<file path="src/rtl/hsiao2_pkg.sv">
// hsiao2_pkg: event class encoding shared with decoder-side checkers
package hsiao2_pkg;
    typedef enum logic [1:0] {
        EVT_NONE   = 2'd0,
        EVT_CORR   = 2'd1,
        EVT_UNCORR = 2'd2,
        EVT_FATAL  = 2'd3
    } evt_type_t;
endpackage

</file>
<file path="src/rtl/hsiao2_evt_fifo.sv">
// hsiao2_evt_fifo: synchronous show-ahead FIFO with wrap-bit pointers and flush
module hsiao2_evt_fifo #(
    parameter int W     = 34,
    parameter int DEPTH = 8
) (
    input  logic         clk,
    input  logic         reset_n,
    input  logic         push,
    input  logic         pop,
    input  logic         flush,
    input  logic [W-1:0] din,
    output logic [W-1:0] dout,
    output logic         full,
    output logic         empty
);
    localparam int AW = $clog2(DEPTH);
    logic [AW:0]  wr_ptr, rd_ptr;
    logic [W-1:0] mem [DEPTH];
    logic         do_push, do_pop;
    assign empty   = wr_ptr == rd_ptr;
    assign full    = (wr_ptr[AW] != rd_ptr[AW]) && (wr_ptr[AW-1:0] == rd_ptr[AW-1:0]);
    assign do_pop  = pop && !empty;
    // a pop frees the head slot, so a full FIFO still takes a same-cycle push
    assign do_push = push && (!full || do_pop);
    assign dout    = empty ? '0 : mem[rd_ptr[AW-1:0]];
    always_ff @(posedge clk or negedge reset_n) begin
        if (!reset_n) begin
            wr_ptr <= '0;
            rd_ptr <= '0;
        end else if (flush) begin
            wr_ptr <= '0;
            rd_ptr <= '0;
        end else begin
            if (do_push) wr_ptr <= wr_ptr + 1'b1;
            if (do_pop) rd_ptr <= rd_ptr + 1'b1;
        end
    end
    always_ff @(posedge clk) begin
        if (do_push && !flush) mem[wr_ptr[AW-1:0]] <= din;
    end
endmodule

</file>
<file path="src/rtl/hsiao2_64_err_log.sv">
// hsiao2_64_err_log: classifies SEC-DED decoder status into counters, irqs and an event FIFO
module hsiao2_64_err_log
    import hsiao2_pkg::*;
#(
    parameter int ADDR_W     = 32,
    parameter int CNT_W      = 16,
    parameter int FIFO_DEPTH = 8
) (
    input  logic              clk,
    input  logic              reset_n,
    input  logic              i_valid,
    input  logic              i_err_corr,
    input  logic              i_err_detec,
    input  logic              i_err_fatal,
    input  logic [ADDR_W-1:0] i_addr,
    input  logic              i_clr,
    input  logic [CNT_W-1:0]  i_corr_thresh,
    output logic [CNT_W-1:0]  o_cnt_corr,
    output logic [CNT_W-1:0]  o_cnt_uncorr,
    output logic              o_irq_corr,
    output logic              o_irq_fatal,
    output logic              o_evt_valid,
    input  logic              i_evt_ready,
    output logic [1:0]        o_evt_type,
    output logic [ADDR_W-1:0] o_evt_addr,
    output logic              o_evt_overflow
);
    evt_type_t           evt;
    logic                push, full, empty, uncorr;
    logic [ADDR_W+1:0]   dout;
    assign evt = !i_valid    ? EVT_NONE :
                 i_err_fatal ? EVT_FATAL :
                 i_err_detec ? EVT_UNCORR :
                 i_err_corr  ? EVT_CORR : EVT_NONE;
    assign uncorr      = evt == EVT_UNCORR || evt == EVT_FATAL;
    assign push        = evt != EVT_NONE && !i_clr;
    assign o_evt_valid = !empty;
    assign o_evt_type  = dout[ADDR_W+1:ADDR_W];
    assign o_evt_addr  = dout[ADDR_W-1:0];
    assign o_irq_corr  = i_corr_thresh != '0 && o_cnt_corr >= i_corr_thresh;
    hsiao2_evt_fifo #(.W(ADDR_W + 2), .DEPTH(FIFO_DEPTH)) u_fifo (
        .clk    (clk),
        .reset_n(reset_n),
        .push   (push),
        .pop    (o_evt_valid && i_evt_ready),
        .flush  (i_clr),
        .din    ({evt, i_addr}),
        .dout   (dout),
        .full   (full),
        .empty  (empty)
    );
    always_ff @(posedge clk or negedge reset_n) begin
        if (!reset_n) begin
            o_cnt_corr     <= '0;
            o_cnt_uncorr   <= '0;
            o_irq_fatal    <= 1'b0;
            o_evt_overflow <= 1'b0;
        end else if (i_clr) begin
            o_cnt_corr     <= '0;
            o_cnt_uncorr   <= '0;
            o_irq_fatal    <= 1'b0;
            o_evt_overflow <= 1'b0;
        end else begin
            if (evt == EVT_CORR && o_cnt_corr != '1) o_cnt_corr <= o_cnt_corr + CNT_W'(1);
            if (uncorr && o_cnt_uncorr != '1) o_cnt_uncorr <= o_cnt_uncorr + CNT_W'(1);
            if (uncorr) o_irq_fatal <= 1'b1;
            // full means non-empty, so only a ready consumer can make room
            if (push && full && !i_evt_ready) o_evt_overflow <= 1'b1;
        end
    end
endmodule

</file>
<file path="config.mk">
export PLATFORM = sky130hd
export DESIGN_NAME = hsiao2_64_err_log
export DESIGN_NICKNAME = d
export VERILOG_FILES = /design/src/rtl/hsiao2_pkg.sv /design/src/rtl/hsiao2_evt_fifo.sv /design/src/rtl/hsiao2_64_err_log.sv
export SDC_FILE = /design/constraint.sdc
export NUM_CORES = 1
export LEC_CHECK = 0
export CAP_MARGIN = 30
export CELL_PAD_IN_SITES_DETAIL_PLACEMENT = 1
export CELL_PAD_IN_SITES_GLOBAL_PLACEMENT = 2
export CORE_MARGIN = 2
export CORE_UTILIZATION = 43
export DETAILED_ROUTE_END_ITERATION = 8
export PLACE_DENSITY = 0.76
export REMOVE_ABC_BUFFERS = 1
export SLEW_MARGIN = 20
export SYNTH_ARGS = -nofsm -noshare
export SYNTH_HDL_FRONTEND = slang
export SYNTH_SLANG_ARGS = --single-unit
export TNS_END_PERCENT = 30
</file>
<file path="constraint.sdc">
create_clock -name clk -period 5.5 [get_ports clk]
set_input_delay 1.1 -clock clk [delete_from_list [all_inputs] [get_ports clk]]
set_output_delay 1.1 -clock clk [all_outputs]
set_load 0.01 [all_outputs]
</file>
==> flow_metrics.py <==
metrics = {
    "placed_design": {
        "placedCellCount": 1258,
        "io_buffers": 125,
        "gp_congestion": 0.7757,
        "dp_hpwl_um": 17270,
    },
    "pwr": {
        "p_switching_w": 0.001341,
        "peakVddDrop_uv": 224.9,
        "p_int_w": 0.004563,
        "seqPwrFrac": 0.457,
        "p_total_w": 0.005903,
        "power.share.clock": 0.404,
        "pwr_density_cell_nw_per_um2": 362.1,
        "power_frac_comb": 0.139,
        "swShare": 0.2271,
        "leakagePower_nw": 5.402,
    },
    "detailed_routing": {
        "vias": 7433,
        "drcViolationCount": 0,
        "firstDrtPassIters": 4,
        "wl_um": 29590,
        "ant_nets": 0,
        "vias_per_cell": 5.623,
        "drt-wirelength-per-cell_um": 22.38,
        "drtIter0Drc": 470,
    },
    "grt": {
        "grt_pass1_wl_um": 46380,
        "grt.total_usage": 0.1834,
        "grt_overflow": 0,
        "grt_antenna_before_repair": 1,
        "grt_pass1_vias": 8117,
        "grt_max_degree": 59,
    },
    "cts": {
        "htreeDepth": 2,
        "clockBufferDepth": 3,
        "cts_setup_buffers": 0,
        "clk_latency_ns": 0.52,
        "cts-root-buf": "clkbuf_16",
        "path_clk_slew_ns": 0.06,
        "clock-sinks": 314,
        "cts_buffers": 35,
        "post_cts_resized": 0,
        "cts_hold_buf": 0,
        "tritoncts": "yes",
    },
    "floorplan": {
        "core_um2": 30590,
        "ios": 126,
        "die_h_um": 180.1,
        "die_area_um2": 32450,
        "chipWidth_um": 180.1,
        "initial_core_util": 0.4361,
        "rows": 64,
    },
    "worst_hold_path": {
        "hp-class": "flop to flop",
        "hold_path_depth": 2,
    },
    "worst_setup_path": {
        "r2r_cells": 5,
        "path_buf_inv": 2,
        "crit_fanout": 2,
        "worst_path_max_delay_cell": "clkdlybuf4s50_1",
        "reg2reg_slack_ns": 2.42,
        "path_class": "input port to output pin",
        "crit_chain": "clkdlybuf4s50_1 > ha_1 > nand2b_1 > a2111oi_0 > o31ai_1 > o2bb2ai_1 > clkdlybuf4s50_1",
        "cp_top_family": "buffers and inverters",
        "crit_cells": 7,
        "slowest_delay_ns": 0.48,
        "cpMostUsedCell": "clkdlybuf4s50_1",
        "end_kind": "output pin",
        "critPathArrivalTime_ns": 3.23,
        "critPathLaunchType": "input port",
        "required_ns": 4.40,
    },
    "yosys": {
        "synth_area_per_cell_um2": 17.58,
        "ys_seq_elements": 314,
        "synth_top_cell_by_area": "edfxtp_1",
        "synth_edf_count": 272,
        "synth_flop_cell": "edfxtp_1",
        "syn_area_um2": 13340,
        "yosys.cell_count.top_type": "edfxtp_1",
        "async_flop_share": 0.1338,
        "synth_top_area_frac": 0.6123,
        "yosysUniqueCellTypes": 58,
        "yosysWarnings": 0,
        "yosysSeqAreaShare": 0.6911,
        "syn_inst": 759,
        "synth_area_leaders": "edfxtp_1 (61%), mux4_2 (11%), dfrtp_1 (7.9%)",
        "synth_common_cells": "edfxtp_1 (272), mux4_2 (68), nor2_1 (57)",
    },
    "sta": {
        "max_freq_mhz": 230.8,
        "drv_slew": 0,
        "final.min_clock_period_ns": 4.333,
        "maxSlewHeadroom": 0.4431,
        "worstMarginPinSlew_ns": 0.8353,
        "finalSetupViolations": 0,
        "worst_hold_slack_ns": 0.5093,
        "rsz0062_at_grt": "no",
        "clock_skew_ns": 0.01733,
        "hold_viol": 0,
        "fin_crit_sh": 0.7877,
    },
    "status": {
        "run_status": "completed",
    },
    "finish": {
        "fin_cells": 1322,
        "area_growth_pct": 22.23,
        "drive_gt1_frac": 0.1784,
        "final_util": 0.5331,
        "nets": 976,
    },
    "run": {
        "drv_cap": 0,
    },
}
flip-flops by register name, summed over array words and instances (netlist names):
register / count
o_evt_overflow: 1
u_fifo.rd_ptr: 4
o_cnt_uncorr: 16
u_fifo.wr_ptr: 4
o_irq_fatal: 1
o_cnt_corr: 16
u_fifo.mem: 272
final cells by class:
cell class,instances,area [um^2]
inverter,20,75.07
antenna,1,2.502
clock inverter,16,242.7
fill,2851,14280
multi-input combinational,389,3935
timing repair buffer,140,1389
clock buffer,46,938.4
sequential,314,9228
tap,396,495.5
worst reg2reg max path: stages, from the launching register on:
cell	delay, ns
dfrtp_4	0.95
xor2_2	0.35
nor3_2	0.13
a21bo_1	0.38
nor4b_4	0.33
buf_4	0.55
final timing paths:
path                                         endpoint                          from
setup / recovery                           o_irq_corr              i_corr_thresh[0]
hold reg to reg            o_evt_overflow$_DFFE_PN0P_    o_evt_overflow$_DFFE_PN0P_
hold / removal             o_evt_overflow$_DFFE_PN0P_    o_evt_overflow$_DFFE_PN0P_
max in group asynchronous  o_cnt_corr[13]$_DFFE_PN0P_                       reset_n
min in group asynchronous     o_irq_fatal$_DFFE_PN0P_                       reset_n
setup reg to reg           u_fifo.mem[5][4]$_DFFE_PP_  u_fifo.rd_ptr[0]$_DFFE_PN0P_
cell families after synthesis:
logic type,Yosys count,synth area share
buf+inv,56,0.01848
compound gates,71,0.03339
fa+ha+maj,20,0.01876
flops,314,0.6911
mux,118,0.1533
xor+xnor,5,0.004971
simple gates,175,0.08000
layout by cell type (no fill, tap or decap), drive strengths merged, types with 15 or more instances in the layout:
master         instances
a21oi                 29
buf                   17
clkbuf                46
clkdlybuf4s50        123
dfrtp                 42
edfxtp               272
ha                    20
inv                   21
mux2i                 39
mux4                  68
nand2                 15
nand4                 16
nor2                  57
power by group through the flow:
stage / sequential, W / combinational, W / clock, W
floorplan: 0.00277 / 0.000446 / 0
global placement: 0.00275 / 0.000817 / 0
detailed placement: 0.00275 / 0.000837 / 0
CTS: 0.00270 / 0.000839 / 0.00244
global route: 0.00271 / 0.000885 / 0.00252
finish: 0.00270 / 0.000819 / 0.00238
metal layers:
layer	vias up	part of all wire	track usage
met4	2	0.020	0.05000
li1	3335	-	-
met3	51	0.045	0.03294
met1	3880	0.43	0.2423
met2	165	0.50	0.3146
met5	-	0.00054	0
through the flow:
| step | instance area, um^2 | TNS (ns) | worst slack [ns] |
|---|---|---|---|
| after global routing | 16300 | 0 | 0.9244 |
| after CTS | 16300 | 0 | 1.080 |
| after floorplan | 13170 | -190.44 | -1.767 |
| after detailed placement | 15120 | 0 | 1.180 |
| after global placement | 15100 | 0 | 1.178 |
| final | 16310 | 0 | 1.167 |
Note: power is estimated with default switching activity, not from simulation.
